## config.mk

```make
export PLATFORM = sky130hd
export DESIGN_NAME = trail_stack
export DESIGN_NICKNAME = d
export VERILOG_FILES = /design/src/rtl/trail_pkg.sv /design/src/rtl/trail_mem.sv /design/src/rtl/trail_stack.sv
export SDC_FILE = /design/constraint.sdc
export NUM_CORES = 1
export LEC_CHECK = 0
export BUFFER_PORTS_ARGS = -buffer_cell sky130_fd_sc_hd__buf_2
export CAP_MARGIN = 0
export CORE_UTILIZATION = 45
export DETAILED_ROUTE_END_ITERATION = 6
export PLACE_DENSITY = 0.72
export SLEW_MARGIN = 20
export SYNTH_ARGS = -nofsm -noshare
export SYNTH_HDL_FRONTEND = slang
export SYNTH_SLANG_ARGS = --single-unit
```

## constraint.sdc

```tcl
create_clock -name clk -period 10 [get_ports clk]
set_clock_uncertainty 0.15 [all_clocks]
set_input_delay 2 -clock clk [delete_from_list [all_inputs] [get_ports clk]]
set_output_delay 2 -clock clk [all_outputs]
set_load 0.02 [all_outputs]
```

## src/rtl/trail_pkg.sv

```systemverilog
// trail_pkg: shared FSM state type and width helper for the assignment trail stack.
package trail_pkg;
    typedef enum logic [1:0] {IDLE, UNWIND, DONE} trail_state_e;

    function automatic int level_w_f(input int max_levels);
        return $clog2(max_levels + 1);
    endfunction
endpackage

```

## src/rtl/trail_mem.sv

```systemverilog
// trail_mem: register-file entry storage, one write port, one asynchronous read port.
module trail_mem #(
    parameter int WIDTH = 32,
    parameter int DEPTH = 16
) (
    input  logic                     clk,
    input  logic                     we,
    input  logic [$clog2(DEPTH)-1:0] waddr,
    input  logic [WIDTH-1:0]         wdata,
    input  logic [$clog2(DEPTH)-1:0] raddr,
    output logic [WIDTH-1:0]         rdata
);
    logic [WIDTH-1:0] mem [DEPTH];

    always_ff @(posedge clk)
        if (we) mem[waddr] <= wdata;

    assign rdata = mem[raddr];
endmodule

```

## src/rtl/trail_stack.sv

```systemverilog
// trail_stack: LIFO assignment trail with decision levels and a multi-cycle
// backtrack that streams popped entries out on a ready/valid undo port.
module trail_stack
    import trail_pkg::*;
#(
    parameter int WIDTH      = 32,
    parameter int DEPTH      = 16,
    parameter int MAX_LEVELS = 8
) (
    input  logic                              clk,
    input  logic                              rst_n,
    input  logic                              push,
    input  logic [WIDTH-1:0]                  push_data,
    input  logic                              push_decision,
    output logic                              push_ready,
    input  logic                              bt_valid,
    input  logic [$clog2(MAX_LEVELS+1)-1:0]   bt_level,
    output logic                              bt_ready,
    output logic                              bt_done,
    output logic                              undo_valid,
    output logic [WIDTH-1:0]                  undo_data,
    input  logic                              undo_ready,
    input  logic                              clear,
    output logic [WIDTH-1:0]                  top_data,
    output logic [$clog2(DEPTH):0]            count,
    output logic [$clog2(MAX_LEVELS+1)-1:0]   level,
    output logic                              full,
    output logic                              empty,
    output logic                              overflow
);
    localparam int LW = level_w_f(MAX_LEVELS);
    localparam int CW = $clog2(DEPTH) + 1;
    localparam int AW = $clog2(DEPTH);

    trail_state_e  state, state_nx;
    logic [LW-1:0] tgt, tgt_up, level_nx;
    logic [CW-1:0] level_start [1:MAX_LEVELS];
    logic [CW-1:0] start;
    logic [WIDTH-1:0] rd;
    logic at_max, do_push, dec_push, ovf_ev, accept, pop;

    assign at_max     = level == LW'(MAX_LEVELS);
    assign full       = count == CW'(DEPTH);
    assign empty      = count == '0;
    assign bt_ready   = state == IDLE;
    assign push_ready = bt_ready && !full;
    assign bt_done    = state == DONE && !clear;
    assign accept     = bt_valid && bt_ready;
    assign do_push    = push && push_ready && !clear && !(push_decision && at_max);
    assign dec_push   = do_push && push_decision;
    assign ovf_ev     = push && bt_ready && (full || (push_decision && at_max));
    // A same-cycle push is applied before the backtrack, so compare against the updated level.
    assign level_nx   = level + LW'(dec_push);
    assign tgt_up     = tgt + 1'b1;
    assign start      = level_start[tgt_up];
    assign undo_valid = state == UNWIND && count > start && !clear;
    assign pop        = undo_valid && undo_ready;
    assign undo_data  = rd;
    assign top_data   = rd;

    trail_mem #(.WIDTH(WIDTH), .DEPTH(DEPTH)) u_mem (
        .clk   (clk),
        .we    (do_push),
        .waddr (AW'(count)),
        .wdata (push_data),
        .raddr (AW'(count - 1'b1)),
        .rdata (rd)
    );

    always_comb begin
        state_nx = state;
        unique case (state)
            IDLE:    state_nx = !bt_valid ? IDLE : (bt_level >= level_nx) ? DONE : UNWIND;
            UNWIND:  state_nx = (!undo_valid || (pop && count == start + 1'b1)) ? DONE : UNWIND;
            DONE:    state_nx = IDLE;
            default: state_nx = IDLE;
        endcase
    end

    always_ff @(posedge clk or negedge rst_n)
        if (!rst_n) state <= IDLE;
        else        state <= clear ? IDLE : state_nx;

    always_ff @(posedge clk or negedge rst_n) begin
        if (!rst_n) begin
            count    <= '0;
            level    <= '0;
            tgt      <= '0;
            overflow <= 1'b0;
        end else if (clear) begin
            count    <= '0;
            level    <= '0;
            overflow <= 1'b0;
        end else begin
            count <= do_push ? count + 1'b1 : pop ? count - 1'b1 : count;
            // A target at or above the current level leaves the level untouched.
            level <= (state == DONE && tgt < level) ? tgt : level_nx;
            if (accept) tgt <= bt_level;
            if (ovf_ev) overflow <= 1'b1;
        end
    end

    always_ff @(posedge clk)
        if (dec_push) level_start[level_nx] <= count;
endmodule

```

# Word-level counts from Yosys, hierarchy flattened
# Memory sizes are Yosys's and may differ from the RTL's.
# Cells that the tools add are included.
# W data, S select, Z words.
[word_totals] reg_bits=16 latch_bits=0 ram_bits=552 mem_bits_ro=0 inputBits=43 output_inout_bits=80 elab_cells=63 memories=2
[memory_table] name="u_mem.mem" words=16 width=32 read_ports=1 rd_ports_with_merged_regs=0 write_ports=1 line_no="trail_mem.sv:13" rtl="logic [WIDTH-1:0] mem [DEPTH];"
[memory_table] name="level_start" words=8 width=5 read_ports=1 rd_ports_with_merged_regs=0 write_ports=1 line_no="trail_stack.sv:37" rtl="logic [CW-1:0] level_start [1:MAX_LEVELS];"
[classes] addsub=5 multipliers=0 div_mod_pow=0 order_cmp=3 eq_ne=5 shifts=0 mux=16 bitwise=1 n_reduce_logical=26
[op_table] op="$logic_and A1 B1 Y1" n=15
[op_table] op="$mux W5" n=3
[op_table] op="$add A5 B1 Y5 const B" n=2
[op_table] op="$mux W2" n=4
[op_table] op="$mux W4" n=2
[op_table] op="$mux W1" n=6
[op_table] op="$eq A5 B5 Y1" n=1
[op_table] op="$eq A5 B5 Y1 const B" n=1
[op_table] op="$gt A5 B5 Y1" n=1
[op_table] op="$logic_not A5 Y1" n=1
[op_table] op="$sub A5 B1 Y5 const B" n=1
[op_table] op="$add A4 B1 Y4" n=1
[op_table] op="$add A4 B1 Y4 const B" n=1
[op_table] op="$eq A4 B4 Y1 const B" n=1
[op_table] op="$ge A4 B4 Y1" n=1
[op_table] op="$logic_not A1 Y1" n=4
[op_table] op="$lt A4 B4 Y1" n=1
[op_table] op="$pmux W2 S2" n=1
[op_table] op="$reduce_bool A3 Y1" n=1
[op_table] op="$eq A2 B1 Y1 const B" n=1
[op_table] op="$eq A2 B2 Y1 const B" n=1
[op_table] op="$logic_not A2 Y1" n=1
[op_table] op="$logic_or A1 B1 Y1" n=2
[op_table] op="$reduce_and A2 Y1" n=1
[op_table] op="2 further kinds" n=2

# Depth between registers and ports, before layout
# Gate-level depths: netlist of run 1.
[depth] depth_word=13 ltp_mapped=18

# Modules after synthesis
# Synthesis of run 1 repeated with hierarchy kept, for this count alone.
[hier_totals] cells_unflattened=1057 area_unflattened_um2=22402.7
[modules_own_cells] mod="trail_mem" n_inst=1 cells_per_inst=806 area_per_inst_um2=19213.4 seq_area_each_um2=15374.7
[modules_own_cells] mod="trail_stack" n_inst=1 cells_per_inst=251 area_per_inst_um2=3189.3 seq_area_each_um2=1601.5

# Worst setup path after synthesis of run 1
# OpenSTA, ideal clock, no wires.
[synth_path] kind="input to register" start="input clear" end="memory u_mem.mem[1][0], enable pin" setup_time_ns=0.461 t_arrival_ns=5.394 t_required_ns=9.389 setup_slack_ns=3.995 cell_stages=5 cell_sequence="or4b_1 a311oi_1 buf_2 nand2_1 nor3_1"
[synth_between] elab_chain_cells=5
[synth_rtl] element="from (decl)" line_no="trail_stack.sv:23" rtl="input logic clear,"
[synth_rtl] element="$logic_not A1 Y1" line_no="trail_stack.sv:49" rtl="assign do_push = push && push_ready && !clear && !(push_decision && at_max);"
[synth_rtl] element="$logic_and A1 B1 Y1 (2 in a row)" line_no="trail_stack.sv:49"
[synth_rtl] element="$mux W1" line_no="trail_mem.sv:16" rtl="if (we) mem[waddr] <= wdata;"
[synth_rtl] element="$mux W1 (not written as such)" line_no="trail_mem.sv:16"
[synth_rtl] element="to (decl)" line_no="trail_mem.sv:13"
# Every way passes these cells.

# Worst setup path in the final report of run 1
[layout_path] start="register count[0]" end="output top_data[15]"
[layout_between] elab_chain_cells=2
[layout_rtl] element="from (decl)" line_no="trail_stack.sv:25" rtl="output logic [$clog2(DEPTH):0] count,"
[layout_rtl] element="from (signal assigned)" line_no="trail_stack.sv:95" rtl="count <= do_push ? count + 1'b1 : pop ? count - 1'b1 : count;"
[layout_rtl] element="$sub A5 B1 Y5"
[layout_rtl] element="$mem_v2 Z16 W32"
[layout_rtl] element="to (decl)" line_no="trail_stack.sv:24" rtl="output logic [WIDTH-1:0] top_data,"
# Every way passes these cells.

==> results of run 1 <==
## metrics by stage
step / area, um2 / hold WS (ps)
4_1_cts: 25400 / 366
2_1_floorplan: 22400 / 357
3_3_place_gp: 23800 / 336
6_report: 25400 / 374
5_1_grt: 25400 / 382
3_5_place_dp: 23800 / 354
## cells in the mapped netlist (2+ instances only)
master	number	area, um2
and4b_1	2	20.0
xor2_1	2	17.5
xnor2_1	11	96.3
nor3_1	10	50.1
nor2_1	28	105
mux4_2	163	3670
buf_2	3	15.0
a31oi_1	2	12.5
buf_4	33	248
nand2_1	11	41.3
buf_1	9	33.8
nand2b_1	6	37.5
mux2i_1	12	120
edfxtp_1	552	16600
mux2_2	5	56.3
a21oi_1	2	10.0
nor4b_1	2	17.5
a21boi_0	3	22.5
ha_1	19	238
nor4_1	2	12.5
mux4_1	6	158
maj3_1	2	20.0
nand3_1	4	20.0
nand4_1	3	18.8
and4_1	2	17.5
and2_1	2	12.5
clkbuf_1	28	105
dfrtp_1	16	400
a21o_1	5	37.5
inv_1	14	52.6
## cell families (layout without fill, tap and decap cells)
| group | count (synthesis) | count (layout) | synth area share (%) |
|---|---|---|---|
| compound gates | 20 | 20 | 0.681 |
| xor+xnor | 14 | 14 | 0.630 |
| fa+ha+maj | 21 | 21 | 1.15 |
| buf+inv | 88 | 257 | 2.08 |
| flops | 568 | 568 | 75.7 |
| mux | 187 | 187 | 17.9 |
| simple gates | 79 | 79 | 1.86 |
## worst max-delay path: stages, from the launching register on
cell and delay [ps]:
dfrtp_4 850, inv_1 310, ha_4 520, buf_4 780, mux4_2 460, mux4_2 530, buf_2 180
## layer usage
metal	vias to the layer above	track usage, %	part of all wire, %	routed length (um)
met1	5538	26.6	43	20000
li1	4355	-	-	-
met3	77	3.22	5.2	2430
met5	-	0	0.11	53
met4	8	5.68	2.1	987
met2	347	29.6	50	23100
## layout by cell type (no fill, tap or decap), types with 3 or more instances in the layout
master       n
nor2_1      17
xnor2_1      9
nand2b_1     6
clkbuf_16   55
clkinv_1    13
nand2_1     11
buf_2      122
dfrtp_1     15
a21boi_0     3
nor3_2       4
nand4_1      3
nor3_1       7
buf_4       24
clkinv_2     4
mux2i_1     12
clkbuf_1    18
a21o_1       5
mux4_2     163
ha_1        18
mux2_2       5
nor2_4      11
edfxtp_1   552
inv_1       14
mux4_1       6
nand3_1      4
## area by class of cell
type | instances | area share (%)
Tap cell | 664 | 3.27
Inverter | 14 | 0.207
Multi-Input combinational cell | 321 | 20.2
Sequential cell | 568 | 66.8
Timing Repair Buffer | 147 | 3.19
Clock inverter | 23 | 0.665
Clock buffer | 73 | 5.68
## worst paths after layout
kind | end | slack [ps] | from
min reg2reg | overflow$_DFFE_PN0P_ | 370 | overflow$_DFFE_PN0P_
max | top_data[15] | 3520 | count[0]$_DFFE_PN0P_
min | overflow$_DFFE_PN0P_ | 370 | overflow$_DFFE_PN0P_
max reg2reg | state[1]$_DFF_PN0_ | 5440 | count[0]$_DFFE_PN0P_
min in group asynchronous | overflow$_DFFE_PN0P_ | 1170 | rst_n
max in group asynchronous | count[0]$_DFFE_PN0P_ | 8190 | rst_n
## sequential cells by signal (all words and copies together), names as in the netlist
| register | cells |
|---|---|
| level | 4 |
| overflow | 1 |
| level_start | 40 |
| state | 2 |
| tgt | 4 |
| count | 5 |
| u_mem.mem | 512 |
## power by group
group / leakage (nW) / internal, mW / switching [mW]
clock network: 0.769 / 1.02 / 0.854
logic: 2.14 / 0.311 / 0.416
registers: 5.22 / 2.63 / 0.0236
total: 8.13 / 3.96 / 1.29
==> flow_metrics.py, run 1 <==
metrics = {
    "timing": {
        "drv_slew": 0,
        "final.setup.worst_slack_ps": 3520,
        "rsz0062_at_grt": "no",
        "setup_viol": 0,
        "maxSlewHeadroom_pct": 35.7,
        "fmax_mhz": 154,
        "fin_crit_ps": 6480,
        "fin_tns_setup_ps": 0,
        "final_hold_viol_count": 0,
        "worst_pin_slew_ps": 965,
        "final.period_utilization_pct": 64.8,
    },
    "drt": {
        "drc": 0,
        "vias_per_cell": 5.70,
        "via_count": 10300,
        "drt_iter0_markers": 892,
        "firstDrtPassIters": 5,
        "ant_nets": 0,
        "routedWlPerCell_um": 25.7,
        "routed_wl_um": 46500,
    },
    "die": {
        "num_rows": 81,
        "die_area_um2": 50700,
        "coreArea_um2": 49100,
        "ios": 123,
        "start_util_pct": 45.7,
        "die_h_um": 225,
        "die_width_um": 225,
    },
    "power": {
        "ir_drop_mv": 0.154,
        "pwr_density_cell_nw_per_um2": 207,
        "total_power_mw": 5.25,
        "p_leak_nw": 8.13,
    },
    "setup_path": {
        "path_max_fanout": 63,
        "reg2regPathDepth": 14,
        "critical_path_class": "reg -> out",
        "crit_path_start_kind": "flop",
        "end_kind": "primary output",
        "worstPathRequired_ps": 7850,
        "arrival_ps": 4330,
    },
    "cts": {
        "cts.sinks": 568,
        "cts_repair_resize_count": 0,
        "cts_inserted_buffers": 55,
        "cts_max_level": 2,
        "clkLatencyLatePin_ps": 600,
        "cts_setup_buffers": 0,
        "clk_pin_slew_ps": 60,
        "clock_path_buffers": 3,
        "cts_tree": "done",
        "cts-root-buf": "clkbuf_16",
        "postCtsHoldBufs": 0,
    },
    "synth": {
        "yosysWarningCount": 0,
        "postSynthNetCount": 1039,
        "synth_edf_count": 552,
        "async_flop_share_pct": 2.82,
        "postSynthAreaPerCell_um2": 23.0,
        "synth_seq_area_share_pct": 75.7,
        "yosysUniqueCellTypes": 48,
        "synth-seq-cells": 568,
        "synthFlopType": "edfxtp_1",
        "synthCells": 977,
        "syn_area_um2": 22400,
    },
    "layout": {
        "regArea_um2": 17000,
        "nNetsFinal": 1169,
        "syn2layout_area_growth_pct": 13.3,
        "n_fill_cell": 3771,
        "fin_cells": 1810,
        "drive_gt1_share_pct": 35.9,
        "n_antenna_cell": 0,
        "fin_util_pct": 51.8,
        "multi_input_area_um2": 5130,
    },
    "global_routing": {
        "grt_overflow": 0,
        "grt_pass1_wl_um": 68100,
        "antenna_found_initial": 5,
        "grt_max_degree": 107,
        "first_global_vias": 10300,
        "grt_usage_pct": 18.7,
    },
    "placement": {
        "io_buffers": 122,
        "dp_cells": 1714,
        "pre_cts_slack_ps": 4080,
        "dp_hpwl_um": 23700,
        "gp_congestion": 0.780,
    },
    "outcome": {
        "outcome": "completed",
    },
    "min_path": {
        "hold_path_class": "reg -> reg",
        "hold-path-cell-count": 2,
    },
    "job": {
        "cap_violations": 0,
    },
}
(Power assumes the default switching activity.)
==> run 2, diff against run 1 <==
- PLACE_DENSITY: 0.72 -> 0.74
- clock period: 10 -> 5.3 ns (I/O delays scaled with it)
==> run 2 against run 1 <==
Effect of this change: first-iteration DRC count is 7.2% higher; largest cell class unchanged; setup slack got worse by 3200 ps; global-route usage increased by 0.22 points; cell area increased by 1.6%; critical path depth is 3 higher; clock power increased by 110%; sequential power rose by 88%; non-clock buffer count is 8 higher; sequential cell count unchanged; sequential share of layout area fell by 1.0 points; via count shrank 0.11%.
==> flow_metrics.py, run 2 (synthesis results as in run 1) <==
metrics = {
    "cts": {
        "cts-root-buf": "clkbuf_16",
        "cts_tree": "done",
        "clkLatencyLatePin_ps": 590,
        "clock_path_buffers": 3,
        "cts_repair_resize_count": 0,
        "clk_pin_slew_ps": 60,
        "cts_setup_buffers": 0,
        "cts_inserted_buffers": 54,
        "cts.sinks": 568,
        "postCtsHoldBufs": 0,
        "cts_max_level": 2,
    },
    "layout": {
        "final_common_cell": "edfxtp_1",
        "drive_gt1_share_pct": 37.8,
        "regMostFlops": "u_mem.mem",
        "largest_register_ffs": 512,
        "fin_util_pct": 52.6,
        "syn2layout_area_growth_pct": 15.1,
        "nNetsFinal": 1176,
        "reg_top3": "u_mem.mem x512, level_start x40, count x5",
        "fin_cells": 1824,
        "n_antenna_cell": 0,
        "final_cell_mix": "edfxtp_1, mux4_2, buf_2",
    },
    "setup_path": {
        "timing.rr.start": "count[0]$_DFFE_PN0P_",
        "path_max_fanout": 12,
        "crit_family": "adder cells",
        "slowest_stage": "ha_1",
        "reg2regPathDepth": 13,
        "critical_path_class": "reg -> out",
        "worstPathRequired_ps": 4090,
        "end_kind": "primary output",
        "arrival_ps": 3740,
        "path_cells": "ha_1, mux4_1, mux2i_1, ha_1, a21o_1, a21o_1, a211o_1, and4_1, buf_2",
        "startpoint": "tgt[1]$_DFFE_PN0P_",
        "crit_buf_inv": 1,
        "max_stage_delay_ps": 630,
        "r2r_end": "state[1]$_DFF_PN0_",
        "rrSetupSlack_ps": 1430,
        "critical_path_depth": 9,
        "crit_path_start_kind": "flop",
    },
    "drt": {
        "drt_iter0_markers": 956,
        "ant_nets": 0,
        "via_count": 10300,
        "routed_wl_um": 47100,
        "vias_per_cell": 5.65,
        "drc": 0,
        "firstDrtPassIters": 5,
        "routedWlPerCell_um": 25.8,
    },
    "timing": {
        "final_hold_viol_count": 0,
        "setup_viol": 0,
        "fmax_mhz": 202,
        "maxSlewHeadroom_pct": 39.2,
        "fin_crit_ps": 4950,
        "fin_tns_setup_ps": 0,
        "worst_pin_slew_ps": 905,
        "final.setup.worst_slack_ps": 346,
        "final.period_utilization_pct": 93.5,
        "rsz0062_at_grt": "no",
        "drv_slew": 0,
    },
    "global_routing": {
        "grt_usage_pct": 18.9,
        "grt_overflow": 0,
        "antenna_found_initial": 2,
        "first_global_vias": 10600,
        "grt_max_degree": 83,
        "grt_pass1_wl_um": 68700,
    },
    "die": {
        "die_area_um2": 50700,
        "num_rows": 81,
        "coreArea_um2": 49100,
        "start_util_pct": 45.7,
        "die_h_um": 225,
        "ios": 123,
        "die_width_um": 225,
    },
    "placement": {
        "pre_cts_slack_ps": 756,
        "dp_cells": 1722,
        "dp_hpwl_um": 25000,
        "io_buffers": 122,
        "gp_congestion": 0.821,
    },
    "min_path": {
        "hold_path_class": "in -> async",
    },
    "job": {
        "cap_violations": 0,
    },
    "outcome": {
        "outcome": "completed",
    },
    "power": {
        "pwr_density_cell_nw_per_um2": 399,
        "p_leak_nw": 8.31,
        "ir_drop_mv": 0.269,
    },
}
==> run 2: cell count changes in the layout (fill, tap and decap cells not counted), sizes merged <==
cell / delta
clkinv: +9
bufinv: +6
clkbuf: -9
inv: +1
clkinvlp: -1
buf: +8
==> run 2: through the flow <==
stage               instance area, um2  hold slack, ps  total power [mW]
global placement                 24000             346              6.49
CTS                              25800             214              10.4
floorplan                        22400             357              6.15
detailed placement               24000             341              6.51
global route                     25800             251              10.6
finish                           25800             233              10.3
==> run 2: cell type report <==
cell class | instances | area (um2)
well taps | 664 | 831
multi-input cells | 321 | 5140
clock inverters | 38 | 383
flip-flops and latches | 568 | 17000
repair buffers | 155 | 996
clock buffers | 64 | 1430
fillers | 3693 | 23200
inverters | 14 | 52.6
==> run 2: power by group <==
part / internal (mW) / switching, mW / leakage [nW]
logic: 0.601 / 0.813 / 2.19
clock network: 2.24 / 1.65 / 0.896
registers: 4.96 / 0.0224 / 5.22
==> run 2: worst max-delay path by stage <==
stage,slack (ps),to
floorplan,290,state[1]$_DFF_PN0_
global placement,800,state[1]$_DFF_PN0_
detailed placement,760,state[1]$_DFF_PN0_
CTS,270,undo_valid
global route,170,undo_valid
finish,350,undo_valid
==> run 2: metal layers <==
layer / vias to the layer above / wire length [um] / GRT usage (%)
met5: - / 27 / 0
met3: 65 / 2460 / 3.16
met1: 5512 / 19500 / 25.5
met4: 4 / 855 / 4.81
met2: 360 / 24300 / 32.0
li1: 4373 / - / -
==> run 3, diff against run 2 <==
--- a/constraint.sdc
+++ b/constraint.sdc
@@ -4,2 +4,2 @@
 set_output_delay 1.06 -clock clk [all_outputs]
-set_load 0.02 [all_outputs]
+set_load 0.01 [all_outputs]
==> run 3 against run 2 <==
Effect of this change: setup slack got worse by 20 ps; total power decreased by 2.8%; worst hold slack got worse by 7.3 ps; largest power group unchanged; highest routed layer unchanged; largest cell class unchanged; via count increased by 0.23%; sequential share of layout area increased by 0.20 points.
==> flow_metrics.py, run 3 (synthesis results as in run 1) <==
metrics = {
    "outcome": {
        "outcome": "completed",
    },
    "timing": {
        "worst_pin_slew_ps": 943,
        "fmax_mhz": 201,
        "fin_crit_ps": 4970,
        "setup_viol": 0,
        "rsz0062_at_grt": "no",
        "drv_slew": 0,
        "maxSlewHeadroom_pct": 37.1,
        "fin_tns_setup_ps": 0,
        "final_hold_viol_count": 0,
        "final.period_utilization_pct": 93.8,
    },
    "drt": {
        "routed_wl_um": 46500,
        "drc": 0,
        "routedWlPerCell_um": 25.5,
        "vias_per_cell": 5.66,
        "drt_iter0_markers": 995,
        "firstDrtPassIters": 5,
        "ant_nets": 0,
        "via_count": 10300,
    },
    "layout": {
        "syn2layout_area_growth_pct": 14.7,
        "n_antenna_cell": 0,
        "final_common_cell": "edfxtp_1",
        "largest_register_ffs": 512,
        "regMostFlops": "u_mem.mem",
        "reg_top3": "u_mem.mem x512, level_start x40, count x5",
        "final_cell_mix": "edfxtp_1, mux4_2, buf_2",
        "drive_gt1_share_pct": 37.3,
        "nNetsFinal": 1181,
    },
    "power": {
        "ir_drop_mv": 0.269,
        "p_leak_nw": 8.28,
        "total_power_mw": 10.0,
        "pwr-share-seq_pct": 49.9,
        "clockPowerShare_pct": 37.4,
        "switching_power_mw": 2.33,
        "sw_frac_of_total_pct": 23.4,
        "pwr_density_cell_nw_per_um2": 389,
        "p_int_mw": 7.66,
        "power_frac_comb_pct": 12.8,
    },
    "cts": {
        "cts_inserted_buffers": 54,
        "cts-root-buf": "clkbuf_16",
        "cts_tree": "done",
        "cts_repair_resize_count": 0,
        "clkLatencyLatePin_ps": 600,
        "clk_pin_slew_ps": 60,
        "clock_path_buffers": 3,
        "cts.sinks": 568,
        "cts_setup_buffers": 0,
        "postCtsHoldBufs": 0,
        "cts_max_level": 2,
    },
    "setup_path": {
        "rrSetupSlack_ps": 1430,
        "max_stage_delay_ps": 660,
        "r2r_end": "count[3]$_DFFE_PN0P_",
        "critical_path_class": "reg -> out",
        "crit_path_start_kind": "flop",
        "path_cells": "ha_1, mux4_1, mux2i_1, ha_1, a21o_1, a21o_1, a211o_1, and4_1, buf_2",
        "worstPathRequired_ps": 4090,
        "timing.rr.start": "tgt[1]$_DFFE_PN0P_",
        "arrival_ps": 3760,
        "path_max_fanout": 12,
        "reg2regPathDepth": 10,
        "end_kind": "primary output",
        "slowest_stage": "ha_1",
    },
    "die": {
        "num_rows": 81,
        "die_h_um": 225,
        "coreArea_um2": 49100,
        "die_area_um2": 50700,
        "start_util_pct": 45.7,
        "die_width_um": 225,
        "ios": 123,
    },
    "global_routing": {
        "grt_pass1_wl_um": 68400,
        "first_global_vias": 10600,
        "grt_usage_pct": 18.7,
        "antenna_found_initial": 3,
        "grt_max_degree": 94,
        "grt_overflow": 0,
    },
    "placement": {
        "dp_hpwl_um": 25300,
        "gp_congestion": 0.839,
        "io_buffers": 122,
    },
    "min_path": {
        "hold_path_class": "in -> async",
    },
    "job": {
        "cap_violations": 0,
    },
}
==> run 3: cell count changes in the layout (fill, tap and decap cells not counted), moves of 2 or more <==
cell,delta
buf_4,+8
clkinv_1,+5
clkinv_2,-4
buf_12,-3
clkbuf_1,+3
bufinv_16,-2
==> run 3: routing by layer <==
layer,global-route usage (%),up-vias,part of all wire [%]
li1,-,4376,-
met1,24.6,5496,40
met2,31.8,380,52
met3,3.82,80,6.6
met4,4.67,6,1.9
met5,0,-,0.084
==> run 3: power by group through the flow <==
stage	registers [mW]	clock network, mW	logic, mW
global placement	5.08	0	1.28
floorplan	5.08	0	0.938
CTS	4.99	3.80	1.30
detailed placement	5.08	0	1.29
finish	4.99	3.74	1.28
global route	4.99	3.96	1.38
==> run 3: worst max path at each step <==
| stage | from | to | slack (ps) | cells past startpoint |
|---|---|---|---|---|
| finish | tgt[1]$_DFFE_PN0P_ | undo_valid | 330 | 9 |
| global route | tgt[1]$_DFFE_PN0P_ | undo_valid | 150 | 9 |
| CTS | tgt[1]$_DFFE_PN0P_ | undo_valid | 300 | 9 |
| detailed placement | clear | state[1]$_DFF_PN0_ | 740 | 12 |
| global placement | clear | state[1]$_DFF_PN0_ | 810 | 12 |
| floorplan | count[0]$_DFFE_PN0P_ | state[1]$_DFF_PN0_ | 390 | 17 |
==> run 3: worst max-delay path: cells and delay by family (launching register included) <==
family                   cells  cell delay [ps]
buffers and inverters        1              140
multiplexers                 2              770
AO/OA/AOI/OAI                3              650
flip-flops                   1              410
adder cells (fa/ha/maj)      2              980
AND/OR/NAND/NOR              1              210
==> run 3: layout make-up <==
cell class / count / area, um2
fillers: 3728 / 23300
flip-flops and latches: 568 / 17000
multi-input cells: 321 / 5140
clock buffers: 66 / 1420
repair buffers: 160 / 996
well taps: 664 / 831
clock inverters: 35 / 318
inverters: 14 / 52.6
==> run 3: stage by stage <==
| stage | instances | area, um2 | util [%] | setup slack (ps) | hold WS, ps |
|---|---|---|---|---|---|
| floorplan | 977 | 22400 | - | 389 | 357 |
| global placement | 1727 | 24000 | 48.9 | 814 | 351 |
| detailed placement | 1727 | 24000 | 48.9 | 737 | 347 |
| CTS | 1828 | 25700 | 52.5 | 296 | 208 |
| global route | 1828 | 25700 | 52.5 | 153 | 226 |
| finish | 1828 | 25700 | 52.5 | 326 | 225 |
